File: config.mk
export PLATFORM = sky130hd
export DESIGN_NAME = dst_hazard_pipe
export DESIGN_NICKNAME = d
export VERILOG_FILES = /design/src/rtl/dst_hazard_pipe.sv
export SDC_FILE = /design/constraint.sdc
export NUM_CORES = 1
export LEC_CHECK = 0
export CORE_UTILIZATION = 40
export DETAILED_ROUTE_END_ITERATION = 16
export PLACE_DENSITY = 0.76
export SLEW_MARGIN = 20
export SYNTH_ARGS = -nofsm -noshare
export SYNTH_HDL_FRONTEND = slang
export SYNTH_SLANG_ARGS = --single-unit
File: constraint.sdc
create_clock -name clk -period 1.8 [get_ports clk]
set_clock_uncertainty 0.15 [all_clocks]
set_input_delay 0.27 -clock clk [delete_from_list [all_inputs] [get_ports clk]]
set_output_delay 0.27 -clock clk [all_outputs]
set_load 0.03 [all_outputs]
File: src/rtl/dst_hazard_pipe.sv
// dst_hazard_pipe: destination/Tnew tracking pipe with D-stage hazard unit.
// Decodes the write register at issue into E, then carries it down the pipe.
//
// Ports:
//   clk, reset       clock; asynchronous active-low reset
//   d_valid          D-stage instruction valid (0 issues a bubble)
//   d_dst_sel        0 = rt, 1 = rd, 2 = LINK_REG, 3 = no write
//   d_rt, d_rd       register fields of the D-stage instruction
//   d_tnew           cycles after entering E until the result exists
//   d_rs_use/d_rt_use, d_tuse_rs/d_tuse_rt, d_rs
//                    operand read flags, Tuse values and rs index
//   flush            force a bubble into E
//   stall            hold PC and D; E receives a bubble
//   fwd_rs_sel/fwd_rt_sel
//                    0 = register file, k = forward from stage k
//   a3_bus, tnew_bus per-stage destination and remaining Tnew,
//                    stage 1 (E) in the LSBs
module dst_hazard_pipe #(
  parameter int REG_W    = 5,
  parameter int STAGES   = 3,
  parameter int TNEW_W   = 2,
  parameter int LINK_REG = 31,
  parameter int SEL_W    = 2
) (
  input  logic                     clk,
  input  logic                     reset,
  input  logic                     d_valid,
  input  logic [1:0]               d_dst_sel,
  input  logic [REG_W-1:0]         d_rt,
  input  logic [REG_W-1:0]         d_rd,
  input  logic [TNEW_W-1:0]        d_tnew,
  input  logic                     d_rs_use,
  input  logic                     d_rt_use,
  input  logic [TNEW_W-1:0]        d_tuse_rs,
  input  logic [TNEW_W-1:0]        d_tuse_rt,
  input  logic [REG_W-1:0]         d_rs,
  input  logic                     flush,
  output logic                     stall,
  output logic [SEL_W-1:0]         fwd_rs_sel,
  output logic [SEL_W-1:0]         fwd_rt_sel,
  output logic [STAGES*REG_W-1:0]  a3_bus,
  output logic [STAGES*TNEW_W-1:0] tnew_bus
);

  logic [STAGES:1][REG_W-1:0]  r_a3;
  logic [STAGES:1][TNEW_W-1:0] r_tnew;

  logic [REG_W-1:0] w_dst;
  logic             w_load;
  logic             w_stall_rs;
  logic             w_stall_rt;
  logic [SEL_W-1:0] w_sel_rs;
  logic [SEL_W-1:0] w_sel_rt;

  always_comb begin
    w_dst = '0;
    unique case (d_dst_sel)
      2'd0:    w_dst = d_rt;
      2'd1:    w_dst = d_rd;
      2'd2:    w_dst = REG_W'(LINK_REG);
      default: w_dst = '0;
    endcase
  end

  // flush and stall both turn the E load into a bubble.
  assign w_load = d_valid & ~flush & ~stall;

  always_ff @(posedge clk or negedge reset) begin
    if (!reset) begin
      r_a3   <= '0;
      r_tnew <= '0;
    end else begin
      r_a3[1]   <= w_load ? w_dst : '0;
      // A non-writing instruction never carries a pending result.
      r_tnew[1] <= (w_load && w_dst != '0) ? d_tnew : '0;
      // Older stages always advance; a stall only bubbles E.
      for (int k = 2; k <= STAGES; k++) begin
        r_a3[k]   <= r_a3[k-1];
        r_tnew[k] <= (r_tnew[k-1] == '0) ? '0
                   : r_tnew[k-1] - TNEW_W'(1);
      end
    end
  end

  // Returns {stall_term, fwd_sel}. The youngest matching stage owns
  // the forward: if it is not ready yet, older copies are shadowed.
  function automatic logic [SEL_W:0] f_hazard(
    input logic                        en,
    input logic [REG_W-1:0]            src,
    input logic [TNEW_W-1:0]           tuse,
    input logic [STAGES:1][REG_W-1:0]  a3,
    input logic [STAGES:1][TNEW_W-1:0] tn
  );
    logic             st;
    logic             hit;
    logic [SEL_W-1:0] sel;
    st  = 1'b0;
    hit = 1'b0;
    sel = '0;
    if (en && src != '0) begin
      for (int k = 1; k <= STAGES; k++) begin
        if (a3[k] == src) begin
          if (tn[k] > tuse)
            st = 1'b1;
          if (!hit && tn[k] == '0)
            sel = SEL_W'(k);
          hit = 1'b1;
        end
      end
    end
    return {st, sel};
  endfunction

  assign {w_stall_rs, w_sel_rs} =
    f_hazard(d_rs_use, d_rs, d_tuse_rs, r_a3, r_tnew);
  assign {w_stall_rt, w_sel_rt} =
    f_hazard(d_rt_use, d_rt, d_tuse_rt, r_a3, r_tnew);

  assign stall      = w_stall_rs | w_stall_rt;
  assign fwd_rs_sel = w_sel_rs;
  assign fwd_rt_sel = w_sel_rt;
  assign a3_bus     = r_a3;
  assign tnew_bus   = r_tnew;

endmodule

Yosys cells after proc, flatten, opt, wreduce, memory -nomap -nowiden --
Cells that the tools add are included.
Word-level totals: logic and storage cells 85, output and inout port bits 26, flip-flop bits (word level) 21, input bits 29
Operators by class: bitwise operators 5, $add $sub $neg 2, reductions and logical operators 18, mux-type cells 40, order comparisons 6, equality and inequality tests 8
Operator list (count):
- equality test 5 bit | 6
- 2-to-1 mux 2 bit | 14
- 2-to-1 mux 1 bit | 24
- one-hot mux 5 bit (3 select lines) | 1
- nonzero test 5 bit | 3
- > comparator 2 bit | 6
- zero test 2 bit | 4
- logical AND 1 bit | 7
- 2-to-1 mux 5 bit | 1
- zero test 1 bit | 4
- subtractor 2 x 1 -> 2 bit (second input constant) | 2
- AND 1 bit | 2
- equality test 2 x 1 -> 1 bit (second input constant) | 1
- equality test 2 bit (second input constant) | 1
- inverter 1 bit | 2
- bitwise OR 1 bit | 1

Depth between registers and ports, before layout --
Gate-level depths: netlist of the first run.
depth after elaboration 13, mapped depth 8, depth with buffers taken out 8

Worst setup path after synthesis of the first run --
No wires, ideal clock.
path type reg2out, start register r_a3 (netlist bit a3_bus[13]), end output port fwd_rs_sel[1], data arrival time 2033 ps, cell stages (with the launch flop) 7, data required time 1380 ps, slack -653 ps, buffers on the path 0, path through dfrtp_1 xor2_1 nor3_1 nand3_1 nor4_1 a21oi_1 nor3b_1
On the way: longest elaborated chain between the ends 3
RTL lines:
- start, declared | line 45 | logic [STAGES:1][REG_W-1:0] r_a3;
- start signal, assigned by index | line 78 | r_a3[k] <= r_a3[k-1];
- equality test 5 bit | line 102 | if (a3[k] == src) begin
- 2-to-1 mux 2 bit | line 102
- 2-to-1 mux 2 bit | line 100 | if (en && src != '0) begin
- end, declared | line 39 | output logic [SEL_W-1:0] fwd_rs_sel,
No other way between the ends.

Worst setup path after layout of the first run --
start register r_a3 (netlist bit a3_bus[12]), end output port fwd_rs_sel[0]
Same word-level chain as after synthesis.

==> results.sh, run 1 <==
export IMPL_port_buffers=54
export IMPL_r2r_start="a3_bus[12]"
export IMPL_grt_pass1_vias=1832
export IMPL_hold_path_class="in -> async"
export IMPL_multi_input_area_sq_um=1167
export IMPL_synth_nets=200
export IMPL_synthTopCellsByArea="dfrtp_1 35%, ha_1 10%, xor2_1 9.3%"
export IMPL_rows=21
export IMPL_vias=1681
export IMPL_clkLatencyLatePin_ps=270
export IMPL_syn_area_sq_um=1506
export IMPL_drc=0
export IMPL_setup_violations=12
export IMPL_yosysTopAreaCellShare_pct=34.88
export IMPL_internal_power_w=0.0008758
export IMPL_setup_worst_path_class="reg -> out"
export IMPL_start_kind="register"
export IMPL_cts_max_path_buffers=2
export IMPL_core_area_sq_um=3468
export IMPL_cts_sinks=21
export IMPL_clkPwrFrac_pct=25.2
export IMPL_synthCells=159
export IMPL_cts_tree="yes"
export IMPL_synthSimpleGateAreaFrac_pct=19.60
export IMPL_combPwrFrac_pct=35.7
export IMPL_grt_antenna_before_repair=0
export IMPL_endpoint_kind="primary output"
export IMPL_overflow=0
export IMPL_final_area_sq_um=2823
export IMPL_pwr_share_seq_pct=39.1
export IMPL_final_setup_worst_slack_ps=-679.3
export IMPL_final_util_pct=81.39
export IMPL_yosysSeqAreaShare_pct=34.88
export IMPL_status="complete, but fails checks"
export IMPL_worstMarginPinSlew_ps=345.4
export IMPL_slew_violations=0
export IMPL_cts_root_buf="clkbuf_8"
export IMPL_synth_top_family_by_area="simple AND/OR/NAND/NOR gates"
export IMPL_track_usage_pct=28.22
export IMPL_syn_to_final_growth_pct=87.38
export IMPL_power_w=0.001313
export IMPL_die_w_um=63.37
export IMPL_antenna_cells=0
export IMPL_finalHoldViolCount=0
export IMPL_r2r_slack_ps=-420
export IMPL_drive_above_1_share_pct=44.98
export IMPL_ios=55
export IMPL_power_switching_w=0.0004368
export IMPL_p_sw_share_pct=33.28
export IMPL_required_ps=1380
export IMPL_drt_pass1_iter_count=4
export IMPL_gp_congestion=0.9520
export IMPL_synth_cell_types=32
export IMPL_cts_made_buffers=3
export IMPL_htree_levels=1
export IMPL_dp_cells=301
export IMPL_cp_startpoint="a3_bus[12]"
export IMPL_layout_min_cycle_time_ps=2479
export IMPL_maxCapViolations=0
export IMPL_nets=311
export IMPL_cts_clk_slew_worst_paths_ps=90
export IMPL_dp_hpwl_mm=3.858
export IMPL_r2r_cells=9
export IMPL_initial_core_util_pct=43.43
export IMPL_worst_hold_slack_ps=183.5
export IMPL_via_per_inst=5.337
export IMPL_leakage_nw=1.366
export IMPL_synthMuxAreaShare_pct=0
export IMPL_fill_cells=234
export IMPL_die_y_um=63.37
export IMPL_grt_max_degree=22
export IMPL_synth_xor_area_share_pct=17.44
export IMPL_final_cells=315
export IMPL_syn_avg_cell_area_sq_um=9.474
export IMPL_cts_hold_buf=0
export IMPL_routed_wl_mm=5.600
export IMPL_grt_pass1_wl_mm=8.680
export IMPL_drtIter0Drc=49
export IMPL_rsz0062_at_grt="yes"
export IMPL_yosys_area_share_adder_pct=9.967
export IMPL_placed_area_sq_um=2520
export IMPL_relSlewSlack_pct=76.96
export IMPL_fmax_mhz=403.3
export IMPL_ys_ff_latch=21
export IMPL_synth_compound_area_share_pct=13.79
export IMPL_p_per_area_nw_per_um2=465.0
export IMPL_crit_arrival_ps=2060
export IMPL_ant_nets=0
export IMPL_cp_max_fo=2
export IMPL_violations="setup timing"
export IMPL_synth_area_leader_cell="dfrtp_1"
export IMPL_min_period_over_period_pct=137.7
export IMPL_seqCellArea_sq_um=543.0
export IMPL_routedWlPerCell_um=17.78
export IMPL_die_area_sq_um=4016
export IMPL_synth_warnings=0
export IMPL_ir_drop_mv=0.4323
[area by class of cell]
cell class | count | area share, %
multi-input cells | 121 | 41.36
well taps | 46 | 2.039
repair buffers | 109 | 33.78
clock inverters | 1 | 0.2660
flip-flops and latches | 21 | 19.24
inverters | 14 | 1.862
clock buffers | 3 | 1.463
[worst max-delay path, stage by stage, from the launching register on]
cell	delay [ps]
dfrtp_2	420
xor2_1	160
nor3_1	210
nand3_1	160
buf_4	180
nor4_4	180
buf_4	170
a21oi_2	70
nor2_4	110
buf_6	130
[cells by family after synthesis]
group | after synthesis
and+or+nand+nor | 51
xor gates and xnor gates | 30
AOI/OAI and AO/OA | 28
DFF | 21
buffers and inverters | 17
adders and majority gates | 12
[final timing paths]
kind	to
max in group asynchronous	tnew_bus[4]
worst max-delay path	fwd_rs_sel[0]
worst min-delay path	a3_bus[8]
worst max register to register	a3_bus[4]
worst min register to register	a3_bus[6]
min in group clk	tnew_bus[1]
[metal layers]
| metal | wire, um | track usage [%] | vias up | part of all wire [%] |
|---|---|---|---|---|
| met3 | 204 | 3.623 | 15 | 3.6 |
| li1 | - | - | 781 | - |
| met5 | 0 | 0 | - | 0 |
| met4 | 96 | 9.091 | 0 | 1.7 |
| met1 | 2246 | 32.84 | 826 | 40 |
| met2 | 3052 | 52.53 | 59 | 55 |
[cells in the mapped netlist]
master and number:
a2111o_1 2, a2bb2oi_1 1, nand3_2 1, nor3_1 12, o2111ai_2 1, nor2_1 10, o21ai_4 2, a21oi_1 9
buf_1 1, o31ai_1 1, nand3_1 6, dfrtp_1 21, o21ai_0 3, a31oi_1 5, xnor2_1 14, ha_1 12
nor4b_2 2, a211oi_1 1, xor2_1 16, or4_4 2, and2_1 2, inv_1 14, a21boi_0 1, nor4_1 4
or3_1 2, nor2b_1 4, nand2_1 4, clkbuf_1 1, nor3b_1 2, buf_2 1, o21bai_1 1, o21a_1 1
[per-stage QoR]
| stage | setup TNS [ps] | setup slack [ps] |
|---|---|---|
| after floorplan | -1622 | -189.1 |
| after global placement | -9576 | -1113 |
| after detailed placement | -10250 | -1183 |
| after CTS | -5477 | -587.3 |
| after global routing | -6519 | -773.4 |
| final | -5789 | -679.3 |
[state kept, by name, summed over array words and instances (netlist names)]
register  count
tnew_bus      6
a3_bus       15
[power by group through the flow]
| stage | combinational [W] | clock [W] | sequential, W |
|---|---|---|---|
| after CTS | 0.000433 | 0.000326 | 0.000511 |
| after floorplan | 0.000152 | 0 | 0.000559 |
| after global placement | 0.000404 | 0 | 0.000522 |
| after global routing | 0.000498 | 0.000361 | 0.000515 |
| after detailed placement | 0.000419 | 0 | 0.000522 |
| final | 0.000469 | 0.000331 | 0.000513 |
[layout by cell type, fill, tap and decap left out, types with 2 or more instances in the layout]
master,synthesis,final
clkbuf_8,0,3
nor4b_2,2,2
nand3_1,6,6
a21oi_2,0,4
buf_4,0,49
xnor2_1,14,14
ha_1,12,9
nor3b_4,0,2
xor2_1,16,15
a21oi_1,9,4
dfrtp_1,21,7
or4_4,2,2
nor4_4,0,2
dfrtp_2,0,14
a31oi_1,5,5
dlymetal6s2s_1,0,3
clkbuf_2,0,2
or3_4,0,2
nand2_1,4,3
dlygate4sd2_1,0,28
ha_4,0,3
a2111o_1,2,2
buf_6,0,10
nor3_2,0,9
inv_1,14,13
nor2b_1,4,3
and2_1,2,2
clkdlybuf4s50_1,0,16
nor3_1,12,2
o21ai_4,2,2
nor4_1,4,2
o21ai_2,0,2
nor2_1,10,9
[what timing repair did]
action | 4_1_cts | 5_1_grt
pin swaps | 23 | 13
setup endpoints to repair | 29 | 14
buffers inserted | 7 | 5
gates resized for setup | 64 | 21
hold endpoints to repair | 0 | 0
Note: power is estimated with default switching activity, not from simulation.
==> run 2, diff against run 1 <==
--- a/constraint.sdc
+++ b/constraint.sdc
@@ -4,2 +4,2 @@
 set_output_delay 0.27 -clock clk [all_outputs]
-set_load 0.03 [all_outputs]
+set_load 0.02 [all_outputs]
==> results.sh, run 2 (synthesis results as in run 1) <==
export IMPL_status="complete, but fails checks"
export IMPL_violations="setup timing"
export IMPL_die_area_sq_um=4016
export IMPL_path_cells="xor2_1 -> nor3_1 -> nand3_1 -> a2111o_1 -> nand3_4 -> o21bai_4 -> buf_6"
export IMPL_initial_core_util_pct=43.43
export IMPL_rows=21
export IMPL_max_stage_delay_ps=430
export IMPL_hold_path_class="in -> async"
export IMPL_relSlewSlack_pct=73.67
export IMPL_finalHoldViolCount=0
export IMPL_dp_hpwl_mm=3.726
export IMPL_cts_tree="yes"
export IMPL_setup_tns_ps=-5458
export IMPL_via_per_inst=5.320
export IMPL_crit_arrival_ps=2000
export IMPL_routedWlPerCell_um=16.80
export IMPL_drc=0
export IMPL_maxCapViolations=0
export IMPL_antenna_cells=0
export IMPL_wl_met2_mm=2.710
export IMPL_port_buffers=54
export IMPL_path_buf_inv=1
export IMPL_drt_pass1_iter_count=4
export IMPL_start_kind="register"
export IMPL_grt_antenna_before_repair=0
export IMPL_layout_min_cycle_time_ps=2422
export IMPL_wl_met1_mm=2.091
export IMPL_leakage_nw=1.344
export IMPL_cts_max_path_buffers=2
export IMPL_grt_max_degree=22
export IMPL_slowest_stage="a2111o_1"
export IMPL_routed_wl_mm=5.191
export IMPL_final_cells=309
export IMPL_ant_nets=0
export IMPL_dr_max_layer_used="met4"
export IMPL_die_y_um=63.37
export IMPL_required_ps=1380
export IMPL_setup_violations=12
export IMPL_p_per_area_nw_per_um2=460.0
export IMPL_cts_clk_slew_worst_paths_ps=80
export IMPL_ios=55
export IMPL_clkLatencyLatePin_ps=260
export IMPL_grt_pass1_wl_mm=7.755
export IMPL_final_area_sq_um=2736
export IMPL_setup_worst_path_class="reg -> out"
export IMPL_gp_congestion=0.9221
export IMPL_cp_max_fo=2
export IMPL_min_period_over_period_pct=134.5
export IMPL_drive_above_1_share_pct=38.02
export IMPL_die_w_um=63.37
export IMPL_final_common_cell="buf_4"
export IMPL_worstMarginPinSlew_ps=391.6
export IMPL_vias=1644
export IMPL_placed_area_sq_um=2439
export IMPL_track_usage_pct=25.01
export IMPL_slew_violations=0
export IMPL_syn_to_final_growth_pct=81.64
export IMPL_endpoint_kind="primary output"
export IMPL_largest_reg_flops=15
export IMPL_drtIter0Drc=65
export IMPL_final_util_pct=78.90
export IMPL_overflow=0
export IMPL_cts_sinks=21
export IMPL_htree_levels=1
export IMPL_nets=305
export IMPL_grt_pass1_vias=1684
export IMPL_cts_root_buf="clkbuf_8"
export IMPL_cts_made_buffers=3
export IMPL_core_area_sq_um=3468
export IMPL_layout_common_cells="46 x buf_4, 23 x clkdlybuf4s50_1, 17 x dlygate4sd2_1"
export IMPL_fmax_mhz=412.9
export IMPL_critPathTopFamily="compound AO/OA/AOI/OAI gates"
export IMPL_ir_drop_mv=0.4127
export IMPL_dp_cells=294
export IMPL_dr_wl_met3_um=261
export IMPL_rsz0062_at_grt="yes"
export IMPL_final_setup_worst_slack_ps=-621.7
-- run 2: cell types whose count changed in the layout (fill, tap and decap cells not counted), sizes merged --
cell           change
clkdlybuf4s15      +3
dlygate4sd2       -11
clkinv             +1
clkdlybuf4s50      +7
clkinvlp           -1
dlymetal6s2s       +3
buf                -6
clkbuf             -2
-- run 2: final cells by class --
class,instances,area (sq um)
multi-input combinational,121,1116
fill,243,732.0
sequential,21,534.3
clock inverter,1,5.005
tap,46,57.56
inverter,14,52.55
timing repair buffer,103,929.6
clock buffer,3,41.29
-- run 2: timing repair --
item / in CTS / in global routing
setup buffers: 11 / 3
hold buffers: 0 / 0
resized for setup: 66 / 23
endpoints found under the setup margin: 20 / 17
pin swaps: 20 / 9
-- run 2: worst register-to-register path, stage by stage (launching register included) --
cell and delay [ps]:
dfrtp_1 410, buf_6 130, xor2_1 130, nor3_1 170, nand3_1 150, buf_4 170
buf_6 110, or3_4 340, o2111ai_4 120, buf_12 170, nor4b_2 50
-- run 2: path summary, 6_finish.rpt --
| path | to | slack [ps] | from | cells past startpoint |
|---|---|---|---|---|
| setup / recovery | stall | -620 | a3_bus[14] | 7 |
| min in group clk | a3_bus[12] | 360 | a3_bus[7] | 0 |
| hold / removal | a3_bus[4] | 220 | reset | 2 |
| max in group asynchronous | tnew_bus[4] | 1040 | reset | 2 |
| hold reg to reg | a3_bus[12] | 360 | a3_bus[7] | 0 |
| setup reg to reg | tnew_bus[1] | -420 | a3_bus[4] | 10 |
-- run 2: report_power, final --
| part | switching [W] | leakage (nW) | internal (W) | total (W) |
|---|---|---|---|---|
| clock | 0.000158 | 0.0255 | 0.000154 | 0.000313 |
| sequential | 0.0000201 | 0.274 | 0.000490 | 0.000511 |
| combinational | 0.000213 | 1.04 | 0.000222 | 0.000436 |
-- run 2: layer usage --
metal,vias to the layer above,GRT usage [%]
met1,795,29.56
li1,765,-
met4,0,8.807
met5,-,0
met3,14,3.986
met2,70,45.08
-- run 2: stage by stage --
step,hold slack [ps],setup slack (ps),power [W]
after floorplan,-175.6,-131.8,0.0006861
after global placement,324.2,-1077,0.0008931
after detailed placement,318.7,-1171,0.0009073
after CTS,198.7,-606.3,0.001240
after global routing,234.5,-657.7,0.001327
final,217.8,-621.7,0.001259
